--- src/rtl/delay_tester_pkg.sv ---
// Shared definitions for the delay-tester frame generator: FSM state
// encoding, EtherType constants and frame-size limits.
package delay_tester_pkg;

  typedef enum logic [3:0] {
    S_IDLE,
    S_WAIT_ACK,
    S_MAC_DST,
    S_MAC_SRC,
    S_ETH_TYPE,
    S_SEQ,
    S_TS,
    S_PAYLOAD,
    S_GAP
  } state_t;

  localparam logic [15:0] ETHERTYPE_IPV4 = 16'h0800;
  localparam logic [15:0] ETHERTYPE_ARP  = 16'h0806;
  localparam logic [15:0] ETHERTYPE_TEST = 16'h88B5;

  localparam int MIN_PAYLOAD = 46;
  localparam int MAX_PAYLOAD = 1500;
  localparam int MAX_JUMBO   = 9000;
  localparam int HDR_BYTES   = 14;

endpackage

--- src/rtl/frame_field_mux.sv ---
// Combinational byte selector: maps (state, byte index) of the byte about
// to be driven onto the wire to its value. Byte 0 of the destination MAC
// is presented in WAIT_ACK, so MAC_DST index 0 carries byte 1.
module frame_field_mux
  import delay_tester_pkg::*;
#(
  parameter logic [47:0] MAC_SRC_ADDR = 48'h004e46324300,
  parameter logic [47:0] MAC_DST_ADDR = 48'h004e46324301,
  parameter logic [15:0] ETH_TYPE     = 16'h88B5,
  parameter int          SEQ_W        = 32,
  parameter int          IDX_W        = 16
) (
  input  state_t             state,
  input  logic [IDX_W-1:0]   idx,
  input  logic [SEQ_W-1:0]   seq,
  input  logic [31:0]        ts,
  output logic [7:0]         tx_byte
);

  localparam int SEQ_B = SEQ_W / 8;

  // Field select; all multi-byte fields go out most-significant byte first.
  always_comb begin
    tx_byte = 8'h00;
    case (state)
      S_WAIT_ACK: tx_byte = MAC_DST_ADDR[47:40];
      S_MAC_DST:  tx_byte = 8'(MAC_DST_ADDR >> (8 * (4 - int'(idx))));
      S_MAC_SRC:  tx_byte = 8'(MAC_SRC_ADDR >> (8 * (5 - int'(idx))));
      S_ETH_TYPE: tx_byte = 8'(ETH_TYPE >> (8 * (1 - int'(idx))));
      S_SEQ:      tx_byte = 8'(seq >> (8 * (SEQ_B - 1 - int'(idx))));
      S_TS:       tx_byte = 8'(ts >> (8 * (3 - int'(idx))));
      S_PAYLOAD:  tx_byte = idx[7:0];
      default:    tx_byte = 8'h00;
    endcase
  end

endmodule

--- src/rtl/frame_sender_burst.sv ---
// Burst Ethernet test-frame generator driving the MAC byte-stream TX port.
// Frame: dst MAC, src MAC, EtherType, sequence number, pattern payload.
// Optional build macro FRAME_SENDER_TIMESTAMP_EN inserts a 4-byte
// big-endian tx_clk timestamp (captured on the ack cycle) after SEQ.
module frame_sender_burst
  import delay_tester_pkg::*;
#(
  parameter logic [47:0] MAC_SRC_ADDR = 48'h004e46324300,
  parameter logic [47:0] MAC_DST_ADDR = 48'h004e46324301,
  parameter logic [15:0] ETH_TYPE     = 16'h88B5,
  parameter int          LEN_W        = 14,
  parameter int          GAP_W        = 16,
  parameter int          SEQ_W        = 32
) (
  input  logic             tx_clk,
  input  logic             reset_n,
  input  logic             start,
  input  logic             stop,
  input  logic [15:0]      frame_count,
  input  logic [LEN_W-1:0] payload_len,
  input  logic [GAP_W-1:0] ifg_cycles,
  input  logic             jumbo_en,
  output logic             conf_tx_en,
  output logic             conf_tx_jumbo_en,
  output logic             conf_tx_no_gen_crc,
  output logic [7:0]       mac_tx_data,
  output logic             mac_tx_dvld,
  input  logic             mac_tx_ack,
  output logic             busy,
  output logic             frame_done,
  output logic [31:0]      frames_sent
);

  localparam int SEQ_B = SEQ_W / 8;
`ifdef FRAME_SENDER_TIMESTAMP_EN
  localparam int TS_B  = 4;
`else
  localparam int TS_B  = 0;
`endif
  localparam int CNT_W = (LEN_W > GAP_W) ? LEN_W : GAP_W;

  state_t             state, nxt_state;
  logic [CNT_W-1:0]   cnt, nxt_cnt;
  logic [15:0]        fc_q, burst_q;
  logic [GAP_W-1:0]   ifg_q;
  logic [LEN_W-1:0]   pay_last_q;
  logic [SEQ_W-1:0]   seq_q;
  logic [31:0]        ts_q;
  logic [CNT_W-1:0]   gap_last;
  logic               launch, nxt_last, nxt_dvld, burst_end;
  logic [7:0]         nxt_byte;

  // Saturate the requested length into [46, 1500] or [46, 9000].
  function automatic logic [LEN_W-1:0] clamp_len(input logic [LEN_W-1:0] len,
                                                 input logic jumbo);
    logic [LEN_W-1:0] hi;
    hi = jumbo ? LEN_W'(MAX_JUMBO) : LEN_W'(MAX_PAYLOAD);
    if (len < LEN_W'(MIN_PAYLOAD)) return LEN_W'(MIN_PAYLOAD);
    if (len > hi) return hi;
    return len;
  endfunction

  assign conf_tx_no_gen_crc = 1'b0;
  assign launch    = (state == S_IDLE) && start;
  assign gap_last  = (ifg_q == '0) ? '0 : CNT_W'(ifg_q) - CNT_W'(1);
  assign burst_end = stop || ((fc_q != 16'd0) && (burst_q == fc_q));

  // Next-state and byte-counter logic; the counter restarts on every state change.
  always_comb begin
    nxt_state = state;
    nxt_cnt   = cnt + CNT_W'(1);
    case (state)
      S_IDLE: begin
        nxt_cnt = '0;
        if (start) nxt_state = S_WAIT_ACK;
      end
      S_WAIT_ACK: begin
        nxt_cnt = '0;
        if (mac_tx_ack) nxt_state = S_MAC_DST;
      end
      S_MAC_DST:  if (cnt == CNT_W'(4)) begin nxt_state = S_MAC_SRC;  nxt_cnt = '0; end
      S_MAC_SRC:  if (cnt == CNT_W'(5)) begin nxt_state = S_ETH_TYPE; nxt_cnt = '0; end
      S_ETH_TYPE: if (cnt == CNT_W'(1)) begin nxt_state = S_SEQ;      nxt_cnt = '0; end
`ifdef FRAME_SENDER_TIMESTAMP_EN
      S_SEQ:      if (cnt == CNT_W'(SEQ_B - 1)) begin nxt_state = S_TS; nxt_cnt = '0; end
      S_TS:       if (cnt == CNT_W'(3)) begin nxt_state = S_PAYLOAD; nxt_cnt = '0; end
`else
      S_SEQ:      if (cnt == CNT_W'(SEQ_B - 1)) begin nxt_state = S_PAYLOAD; nxt_cnt = '0; end
`endif
      S_PAYLOAD:  if (cnt == CNT_W'(pay_last_q)) begin nxt_state = S_GAP; nxt_cnt = '0; end
      S_GAP: begin
        if (cnt == gap_last) begin
          nxt_cnt   = '0;
          nxt_state = burst_end ? S_IDLE : S_WAIT_ACK;
        end
      end
      default: begin
        nxt_state = S_IDLE;
        nxt_cnt   = '0;
      end
    endcase
  end

  assign nxt_last = (nxt_state == S_PAYLOAD) && (nxt_cnt == CNT_W'(pay_last_q));
  assign nxt_dvld = (nxt_state != S_IDLE) && (nxt_state != S_GAP);

  frame_field_mux #(
    .MAC_SRC_ADDR (MAC_SRC_ADDR),
    .MAC_DST_ADDR (MAC_DST_ADDR),
    .ETH_TYPE     (ETH_TYPE),
    .SEQ_W        (SEQ_W),
    .IDX_W        (CNT_W)
  ) u_mux (
    .state   (nxt_state),
    .idx     (nxt_cnt),
    .seq     (seq_q),
    .ts      (ts_q),
    .tx_byte (nxt_byte)
  );

  // Control state, counters and registered outputs.
  always_ff @(posedge tx_clk or negedge reset_n) begin
    if (!reset_n) begin
      state            <= S_IDLE;
      cnt              <= '0;
      seq_q            <= '0;
      burst_q          <= '0;
      frames_sent      <= '0;
      conf_tx_en       <= 1'b0;
      conf_tx_jumbo_en <= 1'b0;
      mac_tx_data      <= 8'h00;
      mac_tx_dvld      <= 1'b0;
      busy             <= 1'b0;
      frame_done       <= 1'b0;
    end else begin
      state            <= nxt_state;
      cnt              <= nxt_cnt;
      conf_tx_en       <= 1'b1;
      conf_tx_jumbo_en <= jumbo_en;
      mac_tx_data      <= nxt_byte;
      mac_tx_dvld      <= nxt_dvld;
      busy             <= (nxt_state != S_IDLE);
      frame_done       <= nxt_last;
      if (launch) begin
        seq_q   <= '0;
        burst_q <= '0;
      end else if (nxt_last) begin
        seq_q       <= seq_q + SEQ_W'(1);
        burst_q     <= burst_q + 16'd1;
        frames_sent <= frames_sent + 32'd1;
      end
    end
  end

  // Burst configuration snapshot taken when a burst is launched.
  always_ff @(posedge tx_clk) begin
    if (launch) begin
      fc_q       <= frame_count;
      ifg_q      <= ifg_cycles;
      pay_last_q <= clamp_len(payload_len, jumbo_en) - LEN_W'(SEQ_B + TS_B + 1);
    end
  end

`ifdef FRAME_SENDER_TIMESTAMP_EN
  logic [31:0] cyc_cnt;

  // Free-running cycle counter; its value is captured on the ack cycle.
  always_ff @(posedge tx_clk or negedge reset_n) begin
    if (!reset_n) begin
      cyc_cnt <= '0;
      ts_q    <= '0;
    end else begin
      cyc_cnt <= cyc_cnt + 32'd1;
      if ((state == S_WAIT_ACK) && mac_tx_ack) ts_q <= cyc_cnt;
    end
  end
`else
  assign ts_q = '0;
`endif

endmodule

--- config.mk ---
export PLATFORM = sky130hd
export DESIGN_NAME = frame_sender_burst
export DESIGN_NICKNAME = d
export VERILOG_FILES = /design/src/rtl/delay_tester_pkg.sv /design/src/rtl/frame_field_mux.sv /design/src/rtl/frame_sender_burst.sv
export SDC_FILE = /design/constraint.sdc
export NUM_CORES = 1
export LEC_CHECK = 0
export CAP_MARGIN = 20
export CORE_UTILIZATION = 25
export CTS_BUF_LIST = sky130_fd_sc_hd__clkbuf_4 sky130_fd_sc_hd__clkbuf_8
export CTS_CLUSTER_DIAMETER = 150
export DETAILED_ROUTE_END_ITERATION = 7
export DONT_BUFFER_PORTS = 1
export PLACE_DENSITY_LB_ADDON = 0.15
export SETUP_SLACK_MARGIN = 0.2
export SKIP_LAST_GASP = 1
export SYNTH_ARGS = -nofsm -noshare
export SYNTH_HDL_FRONTEND = slang
export SYNTH_SLANG_ARGS = --single-unit
--- constraint.sdc ---
create_clock -name tx_clk -period 7.7 [get_ports tx_clk]
set_clock_uncertainty 0.15 [all_clocks]
set_input_delay 1.155 -clock tx_clk [delete_from_list [all_inputs] [get_ports tx_clk]]
set_output_delay 1.155 -clock tx_clk [all_outputs]
set_load 0.02 [all_outputs]
==> report_table.html <==
<table>
<tr><th>Metric</th><th>Value</th></tr>
<tr><th colspan="2">Run status</th></tr>
<tr><td>Status</td><td>complete, no violations</td></tr>
<tr><th colspan="2">Timing</th></tr>
<tr><td>Min Tclk post-route</td><td>6.00 ns</td></tr>
<tr><td>Max transition margin</td><td>0.400</td></tr>
<tr><td>Setup-violating endpoint count in the final report</td><td>0</td></tr>
<tr><td>Hold Violations, Final</td><td>0</td></tr>
<tr><td>Setup TNS after final layout</td><td>0 ns</td></tr>
<tr><td>Final Max Slew Viols</td><td>0</td></tr>
<tr><td>Max Freq</td><td>167 MHz</td></tr>
<tr><td>Setup repair after global routing missed its margin</td><td>false</td></tr>
<tr><td>Post-route clock period utilization</td><td>0.780</td></tr>
<tr><td>Slew @ Worst Pin</td><td>0.894 ns</td></tr>
<tr><th colspan="2">Logic synthesis</th></tr>
<tr><td>Synth warnings</td><td>0</td></tr>
<tr><td>Dominant cell type by area after synthesis</td><td>sky130_fd_sc_hd__dfrtp_1</td></tr>
<tr><td>Post-synthesis async set-or-reset flop share</td><td>0.711</td></tr>
<tr><td>Count of flip-flops with a built-in enable after synthesis</td><td>46</td></tr>
<tr><td>Main flop type after synthesis</td><td>sky130_fd_sc_hd__dfrtp_1</td></tr>
<tr><td>Cell variety after synth</td><td>87</td></tr>
<tr><td>Most numerous cell types in the synthesized netlist</td><td>sky130_fd_sc_hd__dfrtp_1, sky130_fd_sc_hd__nor2_1, sky130_fd_sc_hd__nand2_1</td></tr>
<tr><td>Net count of the mapped netlist</td><td>1,265</td></tr>
<tr><td>Most frequent cell after synthesis</td><td>sky130_fd_sc_hd__dfrtp_1</td></tr>
<tr><td>Summed instance area of the synthesized netlist</td><td>10,600 sq um</td></tr>
<tr><td>Share of the synthesized area in the top cell type</td><td>0.266</td></tr>
<tr><td>Area contributors post-synth</td><td>sky130_fd_sc_hd__dfrtp_1, sky130_fd_sc_hd__edfxtp_1, sky130_fd_sc_hd__xnor2_1</td></tr>
<tr><td>Number of storage elements in the synthesis netlist</td><td>159</td></tr>
<tr><td>Syn Inst Count</td><td>1,191</td></tr>
<tr><td>Mean post-synth cell area</td><td>8.93 sq um</td></tr>
<tr><td>Share of synthesized area occupied by flip-flops and latches</td><td>0.396</td></tr>
<tr><th colspan="2">Global routing</th></tr>
<tr><td>First-pass GRT wire length</td><td>53.3 mm</td></tr>
<tr><td>Global Route met3 Usage</td><td>0.0485</td></tr>
<tr><td>Largest net degree at the start of global routing</td><td>114</td></tr>
<tr><td>Number of antenna violations at the first check in global routing</td><td>0</td></tr>
<tr><td>Aggregate global routing overflow</td><td>0</td></tr>
<tr><td>Number of global-route vias before repair</td><td>8,879</td></tr>
<tr><td>M1 GR Usage</td><td>0.218</td></tr>
<tr><td>Global-route total usage across every layer</td><td>0.161</td></tr>
<tr><td>Busiest grt layer</td><td>met2</td></tr>
<tr><td>Global Route met2 Usage</td><td>0.240</td></tr>
<tr><th colspan="2">Placed design</th></tr>
<tr><td>Final HPWL from detailed placement</td><td>24.3 mm</td></tr>
<tr><td>RePlAce Congestion</td><td>0.830</td></tr>
<tr><td>Port Buf Inserts</td><td>0</td></tr>
<tr><th colspan="2">Finish</th></tr>
<tr><td>Share of final-layout standard cells stronger than drive strength 1</td><td>0.0681</td></tr>
<tr><td>N_diodes</td><td>0</td></tr>
<tr><td>Area grow syn2layout</td><td>7.81%</td></tr>
<tr><td>Final nets</td><td>1,221</td></tr>
<tr><th colspan="2">Pwr</th></tr>
<tr><td>Static Leak</td><td>4.41 nW</td></tr>
<tr><td>Net switching power</td><td>411 uW</td></tr>
<tr><td>VDD IR-drop max</td><td>0.119 mV</td></tr>
<tr><td>Total power consumption of the routed design</td><td>1.56 mW</td></tr>
<tr><td>Logic gate share of total power</td><td>0.019</td></tr>
<tr><td>Sequential Power Share</td><td>0.557</td></tr>
<tr><td>Switching share of power</td><td>0.262</td></tr>
<tr><td>Internal cell power</td><td>1.15 mW</td></tr>
<tr><td>Clock share of power</td><td>0.424</td></tr>
<tr><td>Power density over the cells</td><td>136 nW/um^2</td></tr>
<tr><th colspan="2">Drt</th></tr>
<tr><td>Post-detailed-route wirelength per cell</td><td>19.7 microns</td></tr>
<tr><td>Count of nets left with antenna violations after detail routing</td><td>0</td></tr>
<tr><td>Vias per Instance</td><td>5.21</td></tr>
<tr><td>Drt first-iter violations</td><td>472</td></tr>
<tr><td>Residual DRC count</td><td>0</td></tr>
<tr><td>Via count</td><td>8,844</td></tr>
<tr><td>Iteration count of the initial detailed-routing pass</td><td>4</td></tr>
<tr><td>Detailed-route wire length</td><td>33.5 mm</td></tr>
<tr><th colspan="2">Setup path</th></tr>
<tr><td>Critical path peak fanout</td><td>20</td></tr>
<tr><td>Required arrival time at the worst endpoint</td><td>8.04 ns</td></tr>
<tr><td>Number of cells on the worst reg-to-reg path</td><td>20</td></tr>
<tr><td>Arrival time reported for the critical path endpoint</td><td>6.34 ns</td></tr>
<tr><td>Setup crit end kind</td><td>flip-flop</td></tr>
<tr><td>Sort of element at the start of the critical path</td><td>flip-flop</td></tr>
<tr><td>Critical setup path kind</td><td>flip-flop to flip-flop</td></tr>
<tr><th colspan="2">Clock network</th></tr>
<tr><td>Maximum buffer depth of the clock tree</td><td>2</td></tr>
<tr><td>Clock insertion delay at the later pin of the skew report</td><td>0.57 ns</td></tr>
<tr><td>Number of sinks handled by clock tree synthesis</td><td>159</td></tr>
<tr><td>Number of H-tree levels</td><td>4</td></tr>
<tr><td>TritonCTS Buffers</td><td>17</td></tr>
<tr><td>Number of hold buffers added after CTS</td><td>0</td></tr>
<tr><td>Buffers inserted during post-CTS setup optimization</td><td>0</td></tr>
<tr><td>Buffer type at the clock tree root</td><td>sky130_fd_sc_hd__clkbuf_8</td></tr>
<tr><td>Resize count post-CTS</td><td>0</td></tr>
<tr><td>Clock transition time at the flip-flop clock pins of the worst setup and hold paths</td><td>0.11 ns</td></tr>
<tr><td>TritonCTS clock tree</td><td>yes</td></tr>
<tr><th colspan="2">Floorplanning</th></tr>
<tr><td>Number of top-level pins</td><td>98</td></tr>
<tr><td>Floorplan die area</td><td>43,400 sq um</td></tr>
<tr><td>Placeable Area</td><td>41,900 sq um</td></tr>
<tr><td>Die boundary width</td><td>208 microns</td></tr>
<tr><td>Initial Utilization</td><td>0.254</td></tr>
<tr><td>Die span in y</td><td>208 microns</td></tr>
<tr><td>Row Count</td><td>75</td></tr>
<tr><th colspan="2">Job</th></tr>
<tr><td>Number of max-cap violations</td><td>0</td></tr>
<tr><th colspan="2">Min path</th></tr>
<tr><td>Type of the tightest min-delay check</td><td>input port to async pin</td></tr>
</table>
metrics by stage:
stage	std cells	instance area [sq um]	utilization	hold WS, ns	worst slack, ns
finish	1699	11500	0.273	0.145	1.70
CTS	1698	11500	0.273	0.0617	1.66
detailed placement	1666	11100	0.264	0.396	1.73
global route	1699	11500	0.273	0.0913	1.13
global placement	1666	11100	0.264	0.392	1.84
floorplan	1191	10600	-	0.369	2.95
power groups by stage:
stage,registers (mW),clock network [mW],logic (mW)
final,0.871,0.663,0.0297
after global routing,0.871,0.728,0.0342
after CTS,0.871,0.706,0.0305
after detailed placement,0.889,0,0.0303
after global placement,0.889,0,0.0300
after floorplan,0.889,0,0.0248
worst max-delay path, cell delays in order, from the launching register on:
cell and delay (ns):
sky130_fd_sc_hd__edfxtp_1 0.53, sky130_fd_sc_hd__inv_1 0.10, sky130_fd_sc_hd__ha_1 0.23, sky130_fd_sc_hd__nor3b_1 0.45
sky130_fd_sc_hd__nand4_1 0.48, sky130_fd_sc_hd__a21boi_0 0.27, sky130_fd_sc_hd__o32ai_1 0.33, sky130_fd_sc_hd__o2111ai_1 0.20
sky130_fd_sc_hd__a2111oi_2 0.45, sky130_fd_sc_hd__buf_4 0.30, sky130_fd_sc_hd__a21o_1 0.14, sky130_fd_sc_hd__buf_4 0.29
sky130_fd_sc_hd__nor2_1 0.28, sky130_fd_sc_hd__clkinv_1 0.23, sky130_fd_sc_hd__ha_1 0.25, sky130_fd_sc_hd__a21oi_1 0.08
sky130_fd_sc_hd__or3b_2 0.44, sky130_fd_sc_hd__a21oi_1 0.34, sky130_fd_sc_hd__nor3b_1 0.22, sky130_fd_sc_hd__o21ai_0 0.10
sky130_fd_sc_hd__nand3_1 0.08
worst paths after layout:
check	slack [ns]	start	end
setup / recovery	1.70	ifg_q[0]	mac_tx_data[3]
hold / removal	0.14	reset_n	burst_q[6]
setup reg to reg	1.70	ifg_q[0]	mac_tx_data[3]
hold reg to reg	0.41	seq_q[10]	seq_q[10]
max in group asynchronous	6.94	reset_n	cnt[14]
min in group tx_clk	0.41	seq_q[10]	seq_q[10]
area by class of cell:
| type | instances | area [sq um] |
|---|---|---|
| Clock buffer | 17 | 234 |
| Clock inverter | 15 | 165 |
| Fill cell | 4443 | 30500 |
| Inverter | 40 | 151 |
| Multi-Input combinational cell | 920 | 5970 |
| Sequential cell | 159 | 4210 |
| Tap cell | 539 | 674 |
| Timing Repair Buffer | 9 | 67.6 |
metal layers:
| metal | up-vias | part of all wire |
|---|---|---|
| met4 | 0 | 0.018 |
| met2 | 168 | 0.44 |
| met1 | 4325 | 0.48 |
| li1 | 4313 | - |
| met5 | - | 0 |
| met3 | 38 | 0.058 |
sequential cells by signal (all words and copies together) (netlist names):
register          cells
burst_q              16
busy                  1
cnt                  16
conf_tx_en            1
conf_tx_jumbo_en      1
fc_q                 16
frame_done            1
frames_sent          32
ifg_q                16
mac_tx_data           8
mac_tx_dvld           1
pay_last_q           14
seq_q                32
state                 4
cell usage in the layout, fill, tap and decap left out, types with 10 or more instances in the layout:
cell                       synthesis  final
sky130_fd_sc_hd__nor4_1           35     35
sky130_fd_sc_hd__or4_1            12     12
sky130_fd_sc_hd__a31oi_1          10     10
sky130_fd_sc_hd__nand2_1          76     76
sky130_fd_sc_hd__dfrtp_1         113    113
sky130_fd_sc_hd__o31ai_1          12     12
sky130_fd_sc_hd__o21ai_0          66     66
sky130_fd_sc_hd__xor2_1           45     45
sky130_fd_sc_hd__xnor2_1          67     67
sky130_fd_sc_hd__and3_1           27     27
sky130_fd_sc_hd__and2_1           12     12
sky130_fd_sc_hd__nor2b_1          12     12
sky130_fd_sc_hd__nor3_1           37     37
sky130_fd_sc_hd__clkbuf_8          0     17
sky130_fd_sc_hd__ha_1             22     22
sky130_fd_sc_hd__or3_1            40     40
sky130_fd_sc_hd__nor2_1           94     94
sky130_fd_sc_hd__nand3_1          64     64
sky130_fd_sc_hd__nand4_1          41     41
sky130_fd_sc_hd__inv_1            37     37
sky130_fd_sc_hd__a21oi_1          75     75
sky130_fd_sc_hd__edfxtp_1         46     46
logic make-up after synthesis:
logic type / after synthesis / share of synthesized area
simple gates: 506 / 0.260
fa+ha+maj: 22 / 0.0259
xor+xnor: 114 / 0.0959
flops: 159 / 0.396
buf+inv: 112 / 0.0434
other cells: 2 / 0.000706
compound gates: 266 / 0.169
mux: 10 / 0.0101
No activity file was read; power rests on OpenSTA's default activity.
